[src/rtl/iv_bus_ctrl.sv]
// IV-bus controller for the 8X305 core: bank address latches, combinational
// peripheral reads onto IV, and a posted-write FIFO shared with a host port.
module iv_bus_ctrl #(
  parameter int DEPTH   = 4,
  parameter int DEPTH_W = 2
) (
  input  logic               x1,
  input  logic               reset,
  input  logic [7:0]         iv_in,
  output logic [7:0]         iv_out,
  output logic               iv_oe,
  input  logic               lb_n,
  input  logic               rb_n,
  input  logic               sc,
  input  logic               wc,
  input  logic               mclk,
  output logic [7:0]         laddr,
  output logic [7:0]         raddr,
  input  logic [7:0]         lrd_data,
  input  logic [7:0]         rrd_data,
  output logic               wr_valid,
  input  logic               wr_ready,
  output logic               wr_bank,
  output logic [7:0]         wr_addr,
  output logic [7:0]         wr_data,
  input  logic               host_valid,
  output logic               host_ready,
  input  logic               host_bank,
  input  logic [7:0]         host_addr,
  input  logic [7:0]         host_data,
  input  logic               clr_status,
  output logic [DEPTH_W:0]   fifo_level,
  output logic               overflow,
  output logic               bank_err
);

  // IV pins are active-low and bit-reversed; the map is its own inverse.
  function automatic logic [7:0] iv_map(input logic [7:0] v);
    logic [7:0] r;
    for (int i = 0; i < 8; i++) r[7-i] = ~v[i];
    return r;
  endfunction

  logic [7:0]         laddr_q, laddr_d;
  logic [7:0]         raddr_q, raddr_d;
  logic [DEPTH_W-1:0] wr_ptr_q, wr_ptr_d;
  logic [DEPTH_W-1:0] rd_ptr_q, rd_ptr_d;
  logic [DEPTH_W:0]   level_q, level_d;
  logic               overflow_q, overflow_d;
  logic               bank_err_q, bank_err_d;
  logic [16:0]        mem_q [DEPTH];

  logic        capture, bank_ok, sel_right;
  logic [7:0]  iv_dec;
  logic        do_pop, space, cpu_push, host_push, push;
  logic [16:0] entry_d;

  always_comb begin
    capture   = mclk && (sc || wc);
    bank_ok   = lb_n ^ rb_n;
    sel_right = lb_n;
    iv_dec    = iv_map(iv_in);

    do_pop    = (level_q != '0) && wr_ready;
    space     = (level_q < (DEPTH_W+1)'(DEPTH)) || do_pop;
    // sc has priority over wc, so a combined strobe never writes.
    cpu_push  = capture && wc && !sc && bank_ok;
    host_ready = !cpu_push && space;
    host_push = host_valid && host_ready;
    push      = (cpu_push && space) || host_push;

    entry_d = {host_bank, host_addr, host_data};
    if (cpu_push) entry_d = {sel_right, (sel_right ? raddr_q : laddr_q), iv_dec};

    laddr_d = laddr_q;
    raddr_d = raddr_q;
    if (capture && sc && bank_ok) begin
      if (sel_right) raddr_d = iv_dec;
      else           laddr_d = iv_dec;
    end

    wr_ptr_d = wr_ptr_q + DEPTH_W'(push);
    rd_ptr_d = rd_ptr_q + DEPTH_W'(do_pop);
    level_d  = level_q + (DEPTH_W+1)'(push) - (DEPTH_W+1)'(do_pop);

    // A flag being set wins over a same-edge clear.
    overflow_d = clr_status ? 1'b0 : overflow_q;
    if (cpu_push && !space) overflow_d = 1'b1;
    bank_err_d = clr_status ? 1'b0 : bank_err_q;
    if (capture && !bank_ok) bank_err_d = 1'b1;
  end

  always_ff @(posedge x1) begin
    if (reset) begin
      laddr_q    <= '0;
      raddr_q    <= '0;
      wr_ptr_q   <= '0;
      rd_ptr_q   <= '0;
      level_q    <= '0;
      overflow_q <= 1'b0;
      bank_err_q <= 1'b0;
    end else begin
      laddr_q    <= laddr_d;
      raddr_q    <= raddr_d;
      wr_ptr_q   <= wr_ptr_d;
      rd_ptr_q   <= rd_ptr_d;
      level_q    <= level_d;
      overflow_q <= overflow_d;
      bank_err_q <= bank_err_d;
    end
  end

  // Storage needs no reset: the level counter guards every read.
  always_ff @(posedge x1) begin
    if (!reset && push) mem_q[wr_ptr_q] <= entry_d;
  end

  assign iv_oe      = !sc && !wc && bank_ok;
  assign iv_out     = iv_map(!lb_n ? lrd_data : rrd_data);
  assign laddr      = laddr_q;
  assign raddr      = raddr_q;
  assign wr_valid   = (level_q != '0);
  assign {wr_bank, wr_addr, wr_data} = mem_q[rd_ptr_q];
  assign fifo_level = level_q;
  assign overflow   = overflow_q;
  assign bank_err   = bank_err_q;

endmodule
[config.mk]
export PLATFORM = sky130hd
export DESIGN_NAME = iv_bus_ctrl
export DESIGN_NICKNAME = d
export VERILOG_FILES = /design/src/rtl/iv_bus_ctrl.sv
export SDC_FILE = /design/constraint.sdc
export NUM_CORES = 1
export LEC_CHECK = 0
export ABC_AREA = 1
export CAP_MARGIN = 0
export CORE_UTILIZATION = 42
export CTS_CLUSTER_DIAMETER = 200
export CTS_CLUSTER_SIZE = 8
export DETAILED_ROUTE_END_ITERATION = 8
export GPL_TIMING_DRIVEN = 0
export PLACE_DENSITY = 0.67
export REMOVE_ABC_BUFFERS = 1
export SYNTH_ARGS = -nofsm -noshare
export SYNTH_HDL_FRONTEND = slang
export SYNTH_SLANG_ARGS = --single-unit
[constraint.sdc]
create_clock -name x1 -period 3 [get_ports x1]
set_input_delay 0.6 -clock x1 [delete_from_list [all_inputs] [get_ports x1]]
set_output_delay 0.6 -clock x1 [all_outputs]
set_load 0.01 [all_outputs]
### Word level (Yosys, flattened, before mapping)

Memory sizes are Yosys's and may differ from the RTL's. A register that Yosys moved wholly into a read port is not among the register bits.
Index checks and enable logic that the tools add are counted.

| word-level totals | value |
|---|---|
| register bits after elaboration | 25 |
| RAM bits | 68 |
| output and inout bits | 49 |
| word-level logic and storage cells | 69 |
| memories | 1 |

Memory list:

| memory | depth | bits a word | rd ports | clocked after memory_dff | write ports | RTL line | RTL |
|---|---|---|---|---|---|---|---|
| mem_q | 4 | 17 | 1 | 1 | 1 | 51 | `logic [16:0] mem_q [DEPTH];` |

| operators by class | value |
|---|---|
| $add $sub $neg | 4 |
| order comparisons | 1 |
| multiplexer cells | 9 |
| bitwise operators | 18 |
| reductions and logical operators | 29 |

Operators with widths:

| operator | count |
|---|---|
| two-way mux 17 bit | 1 |
| NOT 1 bit | 17 |
| two-way mux 8 bit | 2 |
| logical AND 1 bit | 15 |
| logical NOT 1 bit | 6 |
| two-way mux 1 bit | 5 |
| adder 2 x 1 -> 2 bit | 2 |
| AND reduction 2 bit | 2 |
| nonzero test 2 bit | 2 |
| adder 3 x 1 -> 3 bit | 1 |
| logical OR 1 bit | 3 |
| < comparator 3 bit (second input constant) | 1 |
| nonzero test 3 bit | 1 |
| subtractor 3 x 1 -> 3 bit | 1 |
| two-way mux 2 bit | 1 |
| XOR 1 bit | 1 |

### Depth between registers and ports, before layout

| depth | value |
|---|---|
| word-level depth | 12 |
| mapped depth | 14 |
| mapped depth without buffers | 13 |

### Worst setup path after synthesis

OpenSTA, ideal clock, no wires.

| timing | value |
|---|---|
| kind | in2reg |
| start point | input lb_n |
| end point | memory mem_q[0][0], enable pin |
| arrival time | 1.942 ns |
| required time | 2.609 ns |
| path slack | 0.668 ns |
| stages on the path | 8 |
| buffers on the path | 1 |
| cells stage by stage | buf_6 > inv_4 > nand2_4 > nand2_4 > nand2_4 > nand2_1 > nand3_2 > nor2_1 |

| on the way | value |
|---|---|
| word-level cells in the longest chain between the ends | 9 |
| elaborated cells between the ends (all ways) | 10 |
| classes of those cells | mux: 2; bitwise: 1; reduce/logical: 7 |

RTL lines:

| element | RTL line | RTL |
|---|---|---|
| from (decl) | 12 | `input logic lb_n,` |
| XOR 1 bit * | 60 | `bank_ok = lb_n ^ rb_n;` |
| logical AND 1 bit * | 67 | `cpu_push = capture && wc && !sc && bank_ok;` |
| logical NOT 1 bit | 68 | `host_ready = !cpu_push && space;` |
| logical AND 1 bit | 68 |  |
| logical AND 1 bit | 69 | `host_push = host_valid && host_ready;` |
| logical OR 1 bit * | 70 | `push = (cpu_push && space) \|\| host_push;` |
| logical AND 1 bit * | 115 | `if (!reset && push) mem_q[wr_ptr_q] <= entry_d;` |
| two-way mux 1 bit * | 115 |  |
| two-way mux 1 bit (not written as such) * | 115 |  |
| to (decl) | 51 |  |

Mark *: on every way between the ends. The rest lies on a longest branch, timed or not.

==> run_results.csv <==
group,metric,value,unit
logic_synthesis,synth_cell_types,30,
place,portBuffers,99,
logic_synthesis,synthCells,349,
worst_setup_path,crit_chain,"clkinvlp_4 > o21ai_0 > o22ai_1 > clkdlybuf4s50_1",
clock_tree,tritoncts,"done",
clock_tree,cts_max_level,3,
timing,rsz0062_at_grt,"false",
route,wl_per_cell,15.1,um
logic_synthesis,synth_edf_count,68,
route,firstDrtPassIters,4,
timing,slew_viol_final,0,
logic_synthesis,ys.flop_type,"edfxtp_1",
power,p_leak,1.95,nW
route,via_per_inst,4.98,
timing,period_minus_slack,2.83,ns
power,peakVddDrop,0.331,mV
worst_setup_path,path_buf_inv,2,
global_route,grt_pass1_vias,2861,
route,wl,8.81,mm
hold_path,hold_path_class,"reg2reg",
worst_setup_path,criticalPathCategory,"reg2out",
worst_setup_path,reg2reg_depth,11,
global_route,grt_usage,18.7,%
timing,slew_headroom,60.0,%
outcome,status,"finished clean",
logic_synthesis,synth_area_leaders,"edfxtp_1 (51%), dfxtp_1 (12%), o21ai_0 (5.7%), nor2_1 (4.2%), mux2i_1 (4.0%)",
place,dpl-instance-area,0.00510,mm^2
timing,finClkSkew,0.00997,ns
worst_setup_path,cp_max_fo,19,
finish,n_antenna_cell,0,
die,coreArea,0.00924,mm^2
clock_tree,clkLatencyLatePin,0.36,ns
logic_synthesis,ys_warn_count,0,
logic_synthesis,synth_area,0.00401,mm^2
worst_setup_path,path_depth,4,
clock_tree,root_buffer,"clkbuf_8",
clock_tree,clkTransAtPathRegs,0.09,ns
timing,fmax,353,MHz
hold_path,worstHoldPathCells,2,
finish,drive_above_1_share,14.3,%
timing,hold_viol_final,0,
global_route,antenna_found_initial,0,
route,ant_nets,0,
timing,finalCritPeriodShare,94.4,%
worst_setup_path,slowest_delay,0.62,ns
job,drv_cap,0,
route,dr_total_vias,2904,
logic_synthesis,synth_most_common_cell,"edfxtp_1",
logic_synthesis,synth.top_cell.area_share,50.9,%
die,fp.dieH,99.7,um
finish,final_cell_area,0.00539,mm^2
global_route,grt_pass1_wl,14.0,mm
clock_tree,cts_made_buffers,9,
global_route,grt_start_max_net_pins,38,
timing,max_slew.worst_pin.slew,0.599,ns
logic_synthesis,ys_ff_latch,93,
die,io_pins,100,
die,placementRows,35,
worst_setup_path,crit_required,2.40,ns
logic_synthesis,ys_seq_area_share,63.4,%
die,start_util,43.4,%
finish,syn2layout_area_growth,34.5,%
power,p_total,3.64,mW
die,dieArea,0.00994,mm^2
worst_setup_path,arrival,2.23,ns
die,dieWidth,99.7,um
logic_synthesis,synth_top_cell_by_area,"edfxtp_1",
worst_setup_path,start_kind,"register",
logic_synthesis,async_reset_ff_share,0,%
logic_synthesis,synth_common_cells,"edfxtp_1 (68), o21ai_0 (46), nor2_1 (45)",
worst_setup_path,crit_path_end_kind,"output port",
logic_synthesis,synth.avg_cell_area,11.5,um^2
timing,holdWs,0.477,ns
clock_tree,ctsLongestPathBuffers,2,
timing,setup_viol,0,
route,drt-initial-drc-count,103,
power,power.density,675,mW/mm^2
clock_tree,cts.sinks,93,
worst_setup_path,cpMaxStageDelayCell,"dfxtp_2",
place,place.gp.congestion,0.711,
place,hpwl,5.81,mm
finish,num-nets-final,505,
route,drc,0,
worst_setup_path,crit_family,"buffers and inverters",
global_route,grt_overflow,0,
==> tightest hold or removal path: stages, from the launching register on <==
cell and delay (ns):
dfxtp_1 0.32, nand2_1 0.06, a21oi_1 0.05
==> kinds of logic (layout without fill, tap and decap cells) <==
logic type | after synthesis | in the layout | share of synthesized area [%]
compound gates | 105 | 105 | 15.0
xor+xnor | 2 | 2 | 0.437
fa+ha+maj | 5 | 5 | 1.75
buf+inv | 39 | 144 | 5.12
flops | 93 | 93 | 63.4
mux | 16 | 16 | 3.99
simple gates | 89 | 89 | 10.3
==> report_power, final <==
part | internal (mW) | leakage, nW | switching, mW | total [mW]
combinational | 0.538 | 1.01 | 0.510 | 1.05
clock | 0.558 | 0.122 | 0.440 | 0.999
sequential | 1.47 | 0.823 | 0.120 | 1.59
==> final timing paths <==
check                start  slack [ns]            end
max reg2reg  fifo_level[2]        1.04  fifo_level[2]
min reg2reg       overflow        0.48       overflow
max            rd_ptr_q[1]        0.17     wr_addr[5]
min               overflow        0.48       overflow
==> routing by layer <==
| layer | track usage (%) | routed length, um | vias to the layer above |
|---|---|---|---|
| li1 | - | - | 1441 |
| met1 | 22.8 | 3680 | 1355 |
| met2 | 31.7 | 4410 | 96 |
| met3 | 4.57 | 562 | 12 |
| met4 | 7.92 | 153 | 0 |
| met5 | 0 | 0 | - |
==> per-stage QoR <==
step           worst slack, ns  utilization, %  TNS [ns]  instances
4_1_cts                 0.0287            58.1         0        579
3_5_place_dp             -1.01            55.2    -72.49        562
6_report                 0.169            58.4         0        583
3_3_place_gp             -1.62            54.5   -125.89        558
2_1_floorplan            0.570               -         0        330
5_1_grt                0.00778            58.4         0        583
==> cells in the final DEF (no fill, tap or decap), types with 2 or more instances in the layout <==
cell	netlist	layout
buf_8	0	4
a21oi_1	18	18
o21ai_1	9	9
nand3_1	3	3
nand2_4	3	3
dfxtp_1	25	23
mux2i_1	16	16
o21ai_0	46	46
nand2_1	23	23
nand2_2	8	8
clkinvlp_4	0	3
xnor2_1	2	2
edfxtp_1	68	68
clkbuf_8	0	9
ha_1	4	4
nor2_1	45	41
nor2_2	1	5
inv_1	17	15
o21ai_2	12	12
bufinv_16	0	3
clkdlybuf4s50_1	0	98
nor2_4	2	2
o22ai_1	17	17
a21oi_2	2	2
inv_2	2	2
buf_4	0	4
inv_6	0	2
==> state kept, by name, indices dropped and copies added (netlist names) <==
signal / cells
mem_q: 68
laddr: 8
raddr: 8
fifo_level: 3
rd_ptr_q: 2
wr_ptr_q: 2
bank_err: 1
overflow: 1
==> timing repair <==
item                                    CTS  global route
hold buffers                              0             0
gates cloned                              1             0
setup buffers                             0             4
endpoints found under the setup margin   99            19
endpoints found under the hold margin     0             0
resized for setup                         8             3
==> cell type report <==
cell class	instances	area (um^2)
clock inverters	7	120
fillers	791	3850
well taps	129	161
multi-input cells	217	1270
inverters	20	85.1
repair buffers	107	1080
flip-flops and latches	93	2550
clock buffers	9	124
repair inverters	1	7.51
(Power assumes the default switching activity.)
